## config.mk

```make
export PLATFORM = sky130hd
export DESIGN_NAME = alu_seq_exec
export DESIGN_NICKNAME = d
export VERILOG_FILES = /design/src/rtl/alu_pkg.sv /design/src/rtl/alu_mul_iter.sv /design/src/rtl/alu_seq_exec.sv
export SDC_FILE = /design/constraint.sdc
export NUM_CORES = 1
export LEC_CHECK = 0
export CORE_ASPECT_RATIO = 0.6
export CORE_MARGIN = 4
export CORE_UTILIZATION = 60
export CTS_CLUSTER_SIZE = 25
export DETAILED_ROUTE_END_ITERATION = 10
export PLACE_DENSITY = 0.91
export SLEW_MARGIN = 20
export SYNTH_ARGS = -nofsm -noshare
export SYNTH_HDL_FRONTEND = slang
export SYNTH_SLANG_ARGS = --single-unit
```

## constraint.sdc

```tcl
create_clock -name clk -period 5.45 [get_ports clk]
set_input_delay 0.8175 -clock clk [delete_from_list [all_inputs] [get_ports clk]]
set_output_delay 0.8175 -clock clk [all_outputs]
set_load 0.05 [all_outputs]
```

## src/rtl/alu_pkg.sv

```systemverilog
// Shared definitions for the registered execute-stage ALU.
// Command encodings, FSM states and flag bit positions.
package alu_pkg;

    localparam logic [3:0] CMD_MOV = 4'b0001;
    localparam logic [3:0] CMD_ADD = 4'b0010;
    localparam logic [3:0] CMD_ADC = 4'b0011;
    localparam logic [3:0] CMD_SUB = 4'b0100;
    localparam logic [3:0] CMD_SBC = 4'b0101;
    localparam logic [3:0] CMD_AND = 4'b0110;
    localparam logic [3:0] CMD_ORR = 4'b0111;
    localparam logic [3:0] CMD_EOR = 4'b1000;
    localparam logic [3:0] CMD_MVN = 4'b1001;
    localparam logic [3:0] CMD_MUL = 4'b1010;

    typedef enum logic {
        ST_IDLE     = 1'b0,
        ST_MUL_BUSY = 1'b1
    } state_e;

    localparam int FLAG_V = 0;
    localparam int FLAG_C = 1;
    localparam int FLAG_Z = 2;
    localparam int FLAG_N = 3;

endpackage

```

## src/rtl/alu_mul_iter.sv

```systemverilog
// Iterative shift-add multiplier, one multiplier bit per step.
// prod_o already includes the current step's partial product.
module alu_mul_iter
    import alu_pkg::*;
#(
    parameter int WIDTH = 32
) (
    input  logic             clk,
    input  logic             rst,
    input  logic             start_i,
    input  logic             step_i,
    input  logic [WIDTH-1:0] a_i,
    input  logic [WIDTH-1:0] b_i,
    output logic             last_o,
    output logic [WIDTH-1:0] prod_o
);

    localparam int CNT_W = $clog2(WIDTH);

    logic [WIDTH-1:0] mcand_q, mcand_d;
    logic [WIDTH-1:0] mplier_q, mplier_d;
    logic [WIDTH-1:0] acc_q, acc_d;
    logic [CNT_W-1:0] cnt_q, cnt_d;
    logic [WIDTH-1:0] acc_next;

    assign acc_next = acc_q + (mplier_q[0] ? mcand_q : '0);
    assign prod_o   = acc_next;
    assign last_o   = (cnt_q == CNT_W'(WIDTH - 1));

    // Load operands on start, otherwise advance one bit when stepped
    always_comb begin
        mcand_d  = mcand_q;
        mplier_d = mplier_q;
        acc_d    = acc_q;
        cnt_d    = cnt_q;
        if (start_i) begin
            mcand_d  = a_i;
            mplier_d = b_i;
            acc_d    = '0;
            cnt_d    = '0;
        end else if (step_i) begin
            mcand_d  = mcand_q << 1;
            mplier_d = mplier_q >> 1;
            acc_d    = acc_next;
            cnt_d    = cnt_q + 1'b1;
        end
    end

    // Datapath registers
    always_ff @(posedge clk or posedge rst) begin
        if (rst) begin
            mcand_q  <= '0;
            mplier_q <= '0;
            acc_q    <= '0;
            cnt_q    <= '0;
        end else begin
            mcand_q  <= mcand_d;
            mplier_q <= mplier_d;
            acc_q    <= acc_d;
            cnt_q    <= cnt_d;
        end
    end

endmodule

```

## src/rtl/alu_seq_exec.sv

```systemverilog
// Registered execute-stage ALU with valid/ready on both sides.
// Single-cycle ops load the output register directly; MUL iterates.
module alu_seq_exec
    import alu_pkg::*;
#(
    parameter int WIDTH  = 32,
    parameter int TAG_W  = 4,
    parameter int MUL_EN = 1
) (
    input  logic             clk,
    input  logic             rst,
    input  logic             in_valid,
    output logic             in_ready,
    input  logic [3:0]       exe_cmd,
    input  logic [WIDTH-1:0] val1,
    input  logic [WIDTH-1:0] val2,
    input  logic             c_in,
    input  logic [TAG_W-1:0] tag_in,
    output logic             out_valid,
    input  logic             out_ready,
    output logic [WIDTH-1:0] result,
    output logic             n_out,
    output logic             z_out,
    output logic             c_out,
    output logic             v_out,
    output logic             out_err,
    output logic [TAG_W-1:0] tag_out
);

    state_e state_q, state_d;

    logic             valid_q, valid_d;
    logic [WIDTH-1:0] res_q, res_d;
    logic [3:0]       flags_q, flags_d;
    logic             err_q, err_d;
    logic [TAG_W-1:0] tag_q, tag_d;
    logic [TAG_W-1:0] mtag_q, mtag_d;
    logic             mc_q, mc_d;

    logic             out_free;
    logic             accept;
    logic             is_mul;
    logic             single_load;
    logic             mul_load;
    logic             mul_step;
    logic             mul_last;
    logic [WIDTH-1:0] mul_prod;

    logic [WIDTH-1:0] alu_res;
    logic [WIDTH:0]   sum;
    logic             alu_c;
    logic             alu_v;
    logic             alu_err;

    assign out_free    = !valid_q || out_ready;
    assign accept      = in_valid && in_ready;
    assign is_mul      = (MUL_EN != 0) && (exe_cmd == CMD_MUL);
    assign single_load = accept && !is_mul;
    assign mul_load    = (state_q == ST_MUL_BUSY) && mul_last && out_free;
    assign mul_step    = (state_q == ST_MUL_BUSY) && (!mul_last || out_free);

    alu_mul_iter #(
        .WIDTH (WIDTH)
    ) u_mul (
        .clk     (clk),
        .rst     (rst),
        .start_i (accept && is_mul),
        .step_i  (mul_step),
        .a_i     (val1),
        .b_i     (val2),
        .last_o  (mul_last),
        .prod_o  (mul_prod)
    );

    // Single-cycle op result and carry/overflow; unknown codes flag an error
    always_comb begin
        alu_res = '0;
        sum     = '0;
        alu_c   = c_in;
        alu_v   = 1'b0;
        alu_err = 1'b0;
        unique case (exe_cmd)
            CMD_MOV: alu_res = val2;
            CMD_MVN: alu_res = ~val2;
            CMD_AND: alu_res = val1 & val2;
            CMD_ORR: alu_res = val1 | val2;
            CMD_EOR: alu_res = val1 ^ val2;
            CMD_ADD, CMD_ADC: begin
                sum = {1'b0, val1} + {1'b0, val2}
                    + {{WIDTH{1'b0}}, (exe_cmd == CMD_ADC) && c_in};
                alu_res = sum[WIDTH-1:0];
                alu_c   = sum[WIDTH];
                alu_v   = (val1[WIDTH-1] == val2[WIDTH-1])
                       && (alu_res[WIDTH-1] != val1[WIDTH-1]);
            end
            CMD_SUB, CMD_SBC: begin
                sum = {1'b0, val1} - {1'b0, val2}
                    - {{WIDTH{1'b0}}, (exe_cmd == CMD_SBC) && !c_in};
                alu_res = sum[WIDTH-1:0];
                alu_c   = !sum[WIDTH];
                alu_v   = (val1[WIDTH-1] != val2[WIDTH-1])
                       && (alu_res[WIDTH-1] != val1[WIDTH-1]);
            end
            default: begin
                alu_res = '0;
                alu_err = 1'b1;
            end
        endcase
    end

    // FSM state register
    always_ff @(posedge clk or posedge rst) begin
        if (rst) begin
            state_q <= ST_IDLE;
        end else begin
            state_q <= state_d;
        end
    end

    // FSM next state: MUL runs until its final step writes the output
    always_comb begin
        state_d = state_q;
        unique case (state_q)
            ST_IDLE:     if (accept && is_mul) state_d = ST_MUL_BUSY;
            ST_MUL_BUSY: if (mul_load) state_d = ST_IDLE;
            default:     state_d = ST_IDLE;
        endcase
    end

    // FSM output: accept only when idle and the output slot can be reused
    always_comb begin
        in_ready = 1'b0;
        if (!rst && state_q == ST_IDLE && out_free) begin
            in_ready = 1'b1;
        end
    end

    // Output register and MUL side-band next state
    always_comb begin
        valid_d = valid_q;
        res_d   = res_q;
        flags_d = flags_q;
        err_d   = err_q;
        tag_d   = tag_q;
        mtag_d  = mtag_q;
        mc_d    = mc_q;
        if (accept && is_mul) begin
            mtag_d = tag_in;
            mc_d   = c_in;
        end
        if (single_load) begin
            valid_d         = 1'b1;
            res_d           = alu_res;
            err_d           = alu_err;
            tag_d           = tag_in;
            flags_d[FLAG_N] = alu_res[WIDTH-1];
            flags_d[FLAG_Z] = (alu_res == '0);
            flags_d[FLAG_C] = alu_c;
            flags_d[FLAG_V] = alu_v;
        end else if (mul_load) begin
            valid_d         = 1'b1;
            res_d           = mul_prod;
            err_d           = 1'b0;
            tag_d           = mtag_q;
            flags_d[FLAG_N] = mul_prod[WIDTH-1];
            flags_d[FLAG_Z] = (mul_prod == '0);
            flags_d[FLAG_C] = mc_q;
            flags_d[FLAG_V] = 1'b0;
        end else if (out_ready) begin
            valid_d = 1'b0;
        end
    end

    // Output and side-band registers
    always_ff @(posedge clk or posedge rst) begin
        if (rst) begin
            valid_q <= 1'b0;
            res_q   <= '0;
            flags_q <= '0;
            err_q   <= 1'b0;
            tag_q   <= '0;
            mtag_q  <= '0;
            mc_q    <= 1'b0;
        end else begin
            valid_q <= valid_d;
            res_q   <= res_d;
            flags_q <= flags_d;
            err_q   <= err_d;
            tag_q   <= tag_d;
            mtag_q  <= mtag_d;
            mc_q    <= mc_d;
        end
    end

    assign out_valid = valid_q;
    assign result    = res_q;
    assign n_out     = flags_q[FLAG_N];
    assign z_out     = flags_q[FLAG_Z];
    assign c_out     = flags_q[FLAG_C];
    assign v_out     = flags_q[FLAG_V];
    assign out_err   = err_q;
    assign tag_out   = tag_q;

endmodule

```

# Word-level counts from Yosys, hierarchy flattened
# Index checks and enable logic that the tools add are counted.
[op_classes]
addsub = 6
eq_ne = 15
muxes = 28
bitwise = 5
n_reduce_logical = 28
[op_table]
columns = ["op", "n"]
rows = [
  ["$mux W32", 9],
  ["$pmux W32 S7", 1],
  ["$logic_not A32 Y1", 2],
  ["$add A32 B32 Y33", 1],
  ["$add A33 B1 Y33", 1],
  ["$sub A32 B32 Y33", 1],
  ["$sub A33 B1 Y33", 1],
  ["$add A32 B32 Y32", 1],
  ["$and A32 B32 Y32", 1],
  ["$not A32 Y32", 1],
  ["$or A32 B32 Y32", 1],
  ["$xor A32 B32 Y32", 1],
  ["$eq A4 B3 Y1 const B", 4],
  ["$mux W4", 4],
  ["$eq A4 B4 Y1 const B", 3],
  ["$logic_and A1 B1 Y1", 12],
  ["$mux W5", 2],
  ["$mux W1", 9],
  ["$reduce_or A9 Y1", 1],
  ["$eq A4 B2 Y1 const B", 2],
  ["$logic_not A1 Y1", 6],
  ["$pmux W1 S2", 3],
  ["$add A5 B1 Y5 const B", 1],
  ["$eq A5 B5 Y1 const B", 1],
  ["8 further kinds", 13],
]
[totals]
regBits = 149
in_bits = 77
output_inout_bits = 43
elab_cells = 94

# Logic depth before layout (Yosys ltp)
# Gate-level depths: netlist (run 1).
[logic_depth]
ltp_word = 8
mapped_depth = 22
depth_no_buf = 18

# Modules after synthesis
# Synthesis (run 1) repeated with hierarchy kept, for this count alone.
[unflattened]
hier_cells = 1884
hier_area_um2 = 15170.8
[modules_own_cells]
columns = ["module", "instances", "cells_each", "area_each_um2", "seq_area_each_um2"]
rows = [
  ["alu_seq_exec", 1, 1161, 8597.0, 1176.1],
  ["alu_mul_iter", 1, 723, 6573.8, 2527.4],
]

# Worst setup path before layout (run 1)
# Ideal clock, no wire load.
[synth_path]
path_kind = "input to register"
start = "input exe_cmd[0]"
end = "register flags_q[2]"
setup_ns = 0.092
arrival_ns = 5.330
t_required_ns = 5.358
slack_ns = 0.028
cell_stages = 22
n_path_buf = 4
path_cell_list = "buf_2 buf_1 buf_2 buf_1 nand4bb_1 nor2_1 fa_1 inv_1 ha_1 nor2_1 fa_1 nor3b_1 o211ai_1 nand2_1 o31ai_1 a21oi_1 xnor2_1 a221oi_1 nand4b_1 nor4_1 nand4_1 o31ai_2"
[synth_between]
elab_chain_cells = 6
word_cells_on_any_way = 22
cone_classes = "add/sub: 2; eq/ne: 10; mux: 2; reduce/logical: 8"
[synth_lines]
columns = ["element", "line_no", "rtl"]
rows = [
  ["start: declaration", "alu_seq_exec.sv:14", "input logic [3:0] exe_cmd,"],
  ["$eq A4 B3 Y1 or $eq A4 B2 Y1 (tied branches)", "n/a", ""],
  ["$logic_and A1 B1 Y1 (on tied branches)", "alu_seq_exec.sv:98, alu_seq_exec.sv:90", ""],
  ["$sub A33 B1 Y33 or $add A33 B1 Y33 (tied branches)", "alu_seq_exec.sv:98, alu_seq_exec.sv:90", ""],
  ["$pmux W32 S7", "alu_seq_exec.sv:82", "unique case (exe_cmd)"],
  ["$logic_not A32 Y1", "alu_seq_exec.sv:157", "flags_d[FLAG_Z] = (alu_res == '0);"],
  ["$mux W4", "alu_seq_exec.sv:151", "if (single_load) begin"],
  ["end signal: assignment", "alu_seq_exec.sv:187", "flags_q <= flags_d;"],
  ["end: declaration", "alu_seq_exec.sv:34", "logic [3:0] flags_q, flags_d;"],
]
# Parallel ways exist; a longest one is shown, timed or not.
# A chain may end at the register's enable or synchronous reset.

# Worst setup path after layout (run 1)
[layout_path]
start = "input exe_cmd[1]"
end = "register flags_q[2]"
# Same word-level chain as after synthesis.

==> results of run 1 <==
per-stage QoR:
step                hold slack, ns  utilization  setup slack [ns]  instances  power (µW)
floorplan                    0.446            -            0.0279       1804        3350
global placement             0.457        0.683           -0.0457       2174        4070
detailed placement           0.463        0.683           -0.0704       2174        4160
CTS                          0.480        0.709             0.370       2206        5430
global route                 0.494        0.710            0.0324       2206        5780
finish                       0.477        0.710             0.220       2206        5510
layout make-up:
class / count / area, µm² / area share
Timing Repair Buffer: 172 / 1610 / 0.0978
Clock buffer: 18 / 439 / 0.0266
Clock inverter: 14 / 165 / 0.0100
Inverter: 116 / 440 / 0.0267
Tap cell: 315 / 394 / 0.0239
Sequential cell: 148 / 3700 / 0.224
Multi-Input combinational cell: 1423 / 9740 / 0.590
worst max-delay path by stage:
stage | start | to | cells past startpoint
6_report | exe_cmd[1] | flags_q[2] | 20
2_1_floorplan | exe_cmd[0] | flags_q[2] | 22
3_5_place_dp | exe_cmd[1] | flags_q[2] | 19
4_1_cts | exe_cmd[1] | flags_q[2] | 19
5_1_grt | exe_cmd[1] | flags_q[2] | 19
3_3_place_gp | exe_cmd[1] | flags_q[2] | 20
placed cells by master, fill, tap and decap left out, types with 6 or more instances in the layout:
cell / netlist / layout
dfrtp_1: 148 / 148
a211o_1: 10 / 10
xnor2_1: 43 / 43
ha_1: 159 / 159
nor2b_1: 9 / 9
xor2_1: 37 / 37
mux2_2: 6 / 6
a21oi_1: 104 / 103
a211oi_1: 23 / 23
o22ai_1: 33 / 33
and3_1: 12 / 12
o21bai_1: 11 / 11
clkbuf_16: 0 / 17
o211ai_1: 26 / 26
o21ai_0: 95 / 95
nand4b_1: 6 / 6
a221oi_1: 15 / 15
o21a_1: 16 / 16
nor3b_1: 7 / 7
nand2b_1: 14 / 14
a22oi_1: 89 / 89
nor3_1: 23 / 23
nand4_1: 31 / 31
buf_4: 2 / 51
a31oi_1: 16 / 16
a221o_1: 10 / 10
o221ai_1: 30 / 30
nor2_1: 69 / 66
clkdlybuf4s50_1: 0 / 119
mux2i_1: 13 / 13
a21o_1: 29 / 29
nand3_1: 28 / 28
nand2_1: 318 / 317
and2_1: 40 / 39
inv_1: 116 / 115
critical path, cell delays in order:
cell	delay, ns
clkdlybuf4s50_1	0.46
nand4bb_1	0.23
nor2_1	0.14
fa_1	0.46
inv_1	0.08
ha_1	0.15
nor2_1	0.06
fa_1	0.47
nor3b_1	0.19
o21ai_0	0.23
xnor2_1	0.15
nor2_1	0.06
a2111oi_0	0.61
buf_4	0.22
nand4b_1	0.17
nor4_2	0.20
nand4b_1	0.15
nor4_2	0.35
nand4_1	0.16
o31ai_2	0.23
registers in the layout (all words and copies together), names as in the netlist, 3 cells and up:
| register | flops |
|---|---|
| result | 32 |
| u_mul.acc_q | 32 |
| u_mul.mcand_q | 32 |
| u_mul.mplier_q | 32 |
| u_mul.cnt_q | 5 |
| mtag_q | 4 |
| tag_out | 4 |
| flags_q | 3 |
cells in the mapped netlist (all sizes together) (6+ instances only):
cell,number
xnor2,43
and2,40
ha,159
o221ai,30
inv,116
o21ai,98
nand2b,14
o211ai,26
o21bai,11
and3,12
nand2,318
nor2b,9
xor2,37
nand4,31
a31oi,16
o22ai,33
clkbuf,96
a221o,10
nor3,24
mux2,6
a21o,29
a211oi,24
o21a,16
a22oi,89
nand3,28
nor2,69
a221oi,17
mux2i,13
nor3b,9
nor4,7
buf,21
a211o,10
a2111oi,7
dfrtp,148
a21oi,104
nand4b,6
per-layer routing:
metal | track usage | vias up | part of all wire
met5 | 0 | - | 0
met2 | 0.532 | 1040 | 0.41
li1 | - | 6675 | -
met3 | 0.117 | 162 | 0.13
met4 | 0.144 | 0 | 0.037
met1 | 0.516 | 7072 | 0.42
what timing repair did:
item,4_1_cts,5_1_grt
hold endpoints to repair,0,0
setup endpoints to repair,0,1
setup buffers,0,0
gates resized for setup,0,2
where the power goes:
| part | leakage [µW] | internal, µW | total, µW | switching, µW |
|---|---|---|---|---|
| combinational | 0.00543 | 896 | 2490 | 1600 |
| sequential | 0.00197 | 1450 | 1760 | 308 |
| clock | 0.000284 | 698 | 1260 | 564 |
kinds of logic after synthesis:
family	count (synthesis)
AOI/OAI and AO/OA	567
xor gates and xnor gates	80
adders and majority gates	164
buffers and inverters	233
DFF	148
muxes	19
and+or+nand+nor	593
==> metrics.cfg, run 1 <==
[status]
outcome = completed

[worst_setup_path]
crit_path_max_fanout = 4
critPathLaunchType = primary input
ff2ff_path_depth = 14
critPathKind = primary input to flop
cp.arrival_ns = 5.61
setup.worst_path.end_class = flop
cp.required_ns = 5.83
r2r_slack_ns = 0.43
reg2reg_to = flags_q[2]
regToRegStartpoint = u_mul.mplier_q[0]

[hold_path]
min_path_cells = 2
hold_start = u_mul.mplier_q[10]
hold_end = u_mul.mplier_q[10]
hold_class = flop to flop

[clock_network]
clockRootBuffer = clkbuf_16
clockBufferDepth = 2
htreeDepth = 4
clock_latency_ns = 0.46
cts_tree = built
clkTransAtPathRegs_ns = 0.07
cts_made_buffers = 17
cts.sinks = 148
ctsHoldBuffers = 0

[synthesis]
syn_area_um2 = 14300
yosys-top-cells-area = dfrtp_1 (26%), ha_1 (14%), nand2_1 (8.4%)
synthAdderAreaFrac = 0.146
synth_top_family_by_area = compound AO/OA/AOI/OAI gates
async_flop_share = 1.00
synth_edf_count = 0
synth_nets = 2045
ys.flop_type = dfrtp_1
synth_top_cell_by_area = dfrtp_1
synth_cell_types = 84
synth_compound_area_frac = 0.274
synth_seq_cells = 148
synth_xor_area_frac = 0.0490
yosys.area_share.simple = 0.195
synthMuxAreaShare = 0.0138
yosys_warnings = 0
ys_seq_area_frac = 0.259
syn_avg_cell_area_um2 = 7.92
syn-instance-count = 1804
synth_top_cell_area_share = 0.259

[run]
maxCapViolCount = 0

[global_route]
grt_pass1_wl_mm = 78.3
overflow = 0
grt_max_degree = 73
grt_pass1_vias = 14200
grtUsageTotal = 0.368
antenna_found_initial = 0

[placement]
dpl_cell_area_um2 = 15900
hpwl_mm = 36.8
io_buffers = 119
place.gp.congestion = 1.05

[sta]
finalHoldViolCount = 0
final_max_slew_viol_count = 0
setup_tns_ns = 0
grt_setup_unrepaired = no
slew_headroom = 0.284
setup_viol = 0
fin_worst_skew_ns = 0.00772
min_period_ns = 5.23
max_freq_ghz = 0.191
period_share = 0.960
worst-slew-pin-transition_ns = 1.06

[power_and_ir_drop]
peakVddDrop_uv = 342
power_density_nw_per_um2 = 334
leakage_uw = 0.00768

[cells_and_area]
fin_nets = 2119
area_delta_synth_final_pct = 15.4
antennaDiodeCount = 0
fill_cells = 1864
drive_gt1_frac = 0.0666
fin_area_um2 = 16500

[drt]
drc_errors = 0
avgViaCountPerCell = 6.78
wl_per_cell_um = 22.7
drt-initial-drc-count = 1816
postRouteAntennaNets = 0
vias = 14900
wirelength_mm = 50.1
dr.pass1.iters = 6

[floorplan]
die_y_um = 128
rows = 43
io_pins = 120
dieArea_um2 = 26400
die_x_um = 207
start_util = 0.615
core_area_um2 = 23200

(Power assumes the default switching activity.)
==> inputs of run 2 (changes only) <==
PLACE_DENSITY = 0.87   (was 0.91)
==> run 2 against run 1 <==
Utilization up 0.49 points; wire length up 3.5%; final area increased by 0.69%; cell count up 0.73%; combinational power rose by 4%; first-iteration DRC count is 24% higher; via count is 1.2% higher; register-to-register slack improved by 0.47 ns; critical path depth decreased by 1; hold slack improved by 0.0021 ns; sequential cell count unchanged; largest cell class unchanged; largest power group unchanged; highest routed layer unchanged.
==> metrics.cfg, run 2 (synthesis results as in run 1) <==
[drt]
drt-initial-drc-count = 2260
drc_errors = 0
avgViaCountPerCell = 6.81
wl_per_cell_um = 23.3
wirelength_mm = 51.8
dr.pass1.iters = 6
postRouteAntennaNets = 0
vias = 15100

[sta]
setup_viol = 0
fin_worst_skew_ns = 0.00746
max_freq_ghz = 0.196
grt_setup_unrepaired = no
period_share = 0.937
slew_headroom = 0.326
setup_ws_ns = 0.344
min_period_ns = 5.11
finalHoldViolCount = 0
setup_tns_ns = 0
worst-slew-pin-transition_ns = 0.998
final_max_slew_viol_count = 0

[worst_setup_path]
r2r_slack_ns = 0.90
ff2ff_path_depth = 14
critPathKind = primary input to flop
cpPeakStageDelay_ns = 0.48
reg2reg_to = flags_q[2]
crit_path_max_fanout = 4
regToRegStartpoint = u_mul.mplier_q[0]
slowest_stage = fa_1
setup.worst_path.end_class = flop
cp.required_ns = 5.82
crit_chain = clkdlybuf4s50_1, nand4bb_1, nor2_1, fa_1, ha_1, nor2_1, fa_1, nor3b_1, o211ai_1, buf_4, a21bo_2, a211o_1, o211ai_1, nand2b_1, xnor2_1, o21ai_0, a211oi_1, nand4_1, o31ai_2
cp.arrival_ns = 5.48
critPathLaunchType = primary input

[power_and_ir_drop]
combPwrFrac = 0.463
pwr-share-seq = 0.308
leakage_uw = 0.00775
net-switching-power_uw = 2460
pwr-share-clk = 0.228
peakVddDrop_uv = 225
power_density_nw_per_um2 = 335
swShare = 0.442
p_int_uw = 3110

[floorplan]
dieArea_um2 = 26400
start_util = 0.615
die_x_um = 207
core_area_um2 = 23200
io_pins = 120
rows = 43
die_y_um = 128

[cells_and_area]
final_cell_mix = nand2_1 (317), ha_1 (159), dfrtp_1 (148), clkdlybuf4s50_1 (119), inv_1 (115)
area_delta_synth_final_pct = 16.2
drive_gt1_frac = 0.0734
fill_cells = 1864
fin_nets = 2135
antennaDiodeCount = 0
fin_area_um2 = 16600
mostFrequentLayoutCell = nand2_1

[placement]
hpwl_mm = 38.4
dpl_cell_area_um2 = 16000
place.gp.congestion = 1.02
io_buffers = 119
place_ws_ns = 0.0150

[global_route]
overflow = 0
grt_max_degree = 67
antenna_found_initial = 0
grtUsageTotal = 0.383
grt_pass1_wl_mm = 81.0
grt_pass1_vias = 14100

[hold_path]
hold_start = u_mul.mplier_q[20]
hold_end = u_mul.mplier_q[20]
hold_class = flop to flop
min_path_cells = 2

[clock_network]
clock_latency_ns = 0.46
clockRootBuffer = clkbuf_16
cts_setup_buffers = 0
cts_made_buffers = 17
clkTransAtPathRegs_ns = 0.07
cts.sinks = 148
clockBufferDepth = 2
cts_tree = built
ctsHoldBuffers = 0
cts_resized = 0
htreeDepth = 4

[run]
maxCapViolCount = 0

[status]
outcome = completed

-- run 2: cell types whose count changed in the layout (fill, tap and decap cells not counted), sizes merged --
cell,change
inv,-2
buf,+16
clkbuf,+1
bufinv,+1
clkinv,+1
clkinvlp,-1
-- run 2: critical path, delay by kind of cell --
kind | cells | cell delay (ns)
adder cells (fa/ha/maj) | 3 | 0.99
XOR/XNOR | 1 | 0.17
AO/OA/AOI/OAI | 7 | 1.73
AND/OR/NAND/NOR | 6 | 1.15
buffers and inverters | 2 | 0.63
-- run 2: area by class of cell --
class | count | area [µm²] | share of cell area
multi-input cells | 1423 | 9750 | 0.587
flip-flops and latches | 148 | 3700 | 0.223
repair buffers | 188 | 1720 | 0.104
inverters | 116 | 440 | 0.0265
clock buffers | 19 | 433 | 0.0261
well taps | 315 | 394 | 0.0237
clock inverters | 13 | 173 | 0.0104
-- run 2: worst max-delay path by stage --
stage,startpoint,to,cells after the start
global placement,exe_cmd[1],flags_q[2],18
global route,exe_cmd[1],flags_q[2],19
detailed placement,exe_cmd[0],flags_q[2],19
CTS,exe_cmd[1],flags_q[2],19
finish,exe_cmd[1],flags_q[2],19
floorplan,exe_cmd[0],flags_q[2],22
-- run 2: power groups by stage --
stage	Sequential (µW)	Combinational [µW]	Clock, µW
finish	1720	2580	1270
global route	1750	2780	1330
CTS	1700	2520	1270
detailed placement	1710	2500	0
global placement	1700	2430	0
floorplan	1890	1460	0
-- run 2: routing by layer --
metal  GRT usage  wire length (µm)  part of all wire  up-vias
met4       0.128              1860             0.036        0
met1       0.563             22100              0.43     7236
met5           0                 0                 0        -
met2       0.551             21100              0.41     1028
met3      0.0964              6750              0.13      146
li1            -                 -                 -     6715
-- run 2: through the flow --
| step | total power, µW | instances | hold WS (ns) | utilization |
|---|---|---|---|---|
| detailed placement | 4210 | 2190 | 0.464 | 0.688 |
| global route | 5860 | 2222 | 0.501 | 0.715 |
| global placement | 4130 | 2190 | 0.457 | 0.688 |
| floorplan | 3350 | 1804 | 0.446 | - |
| CTS | 5490 | 2222 | 0.480 | 0.714 |
| finish | 5570 | 2222 | 0.479 | 0.715 |
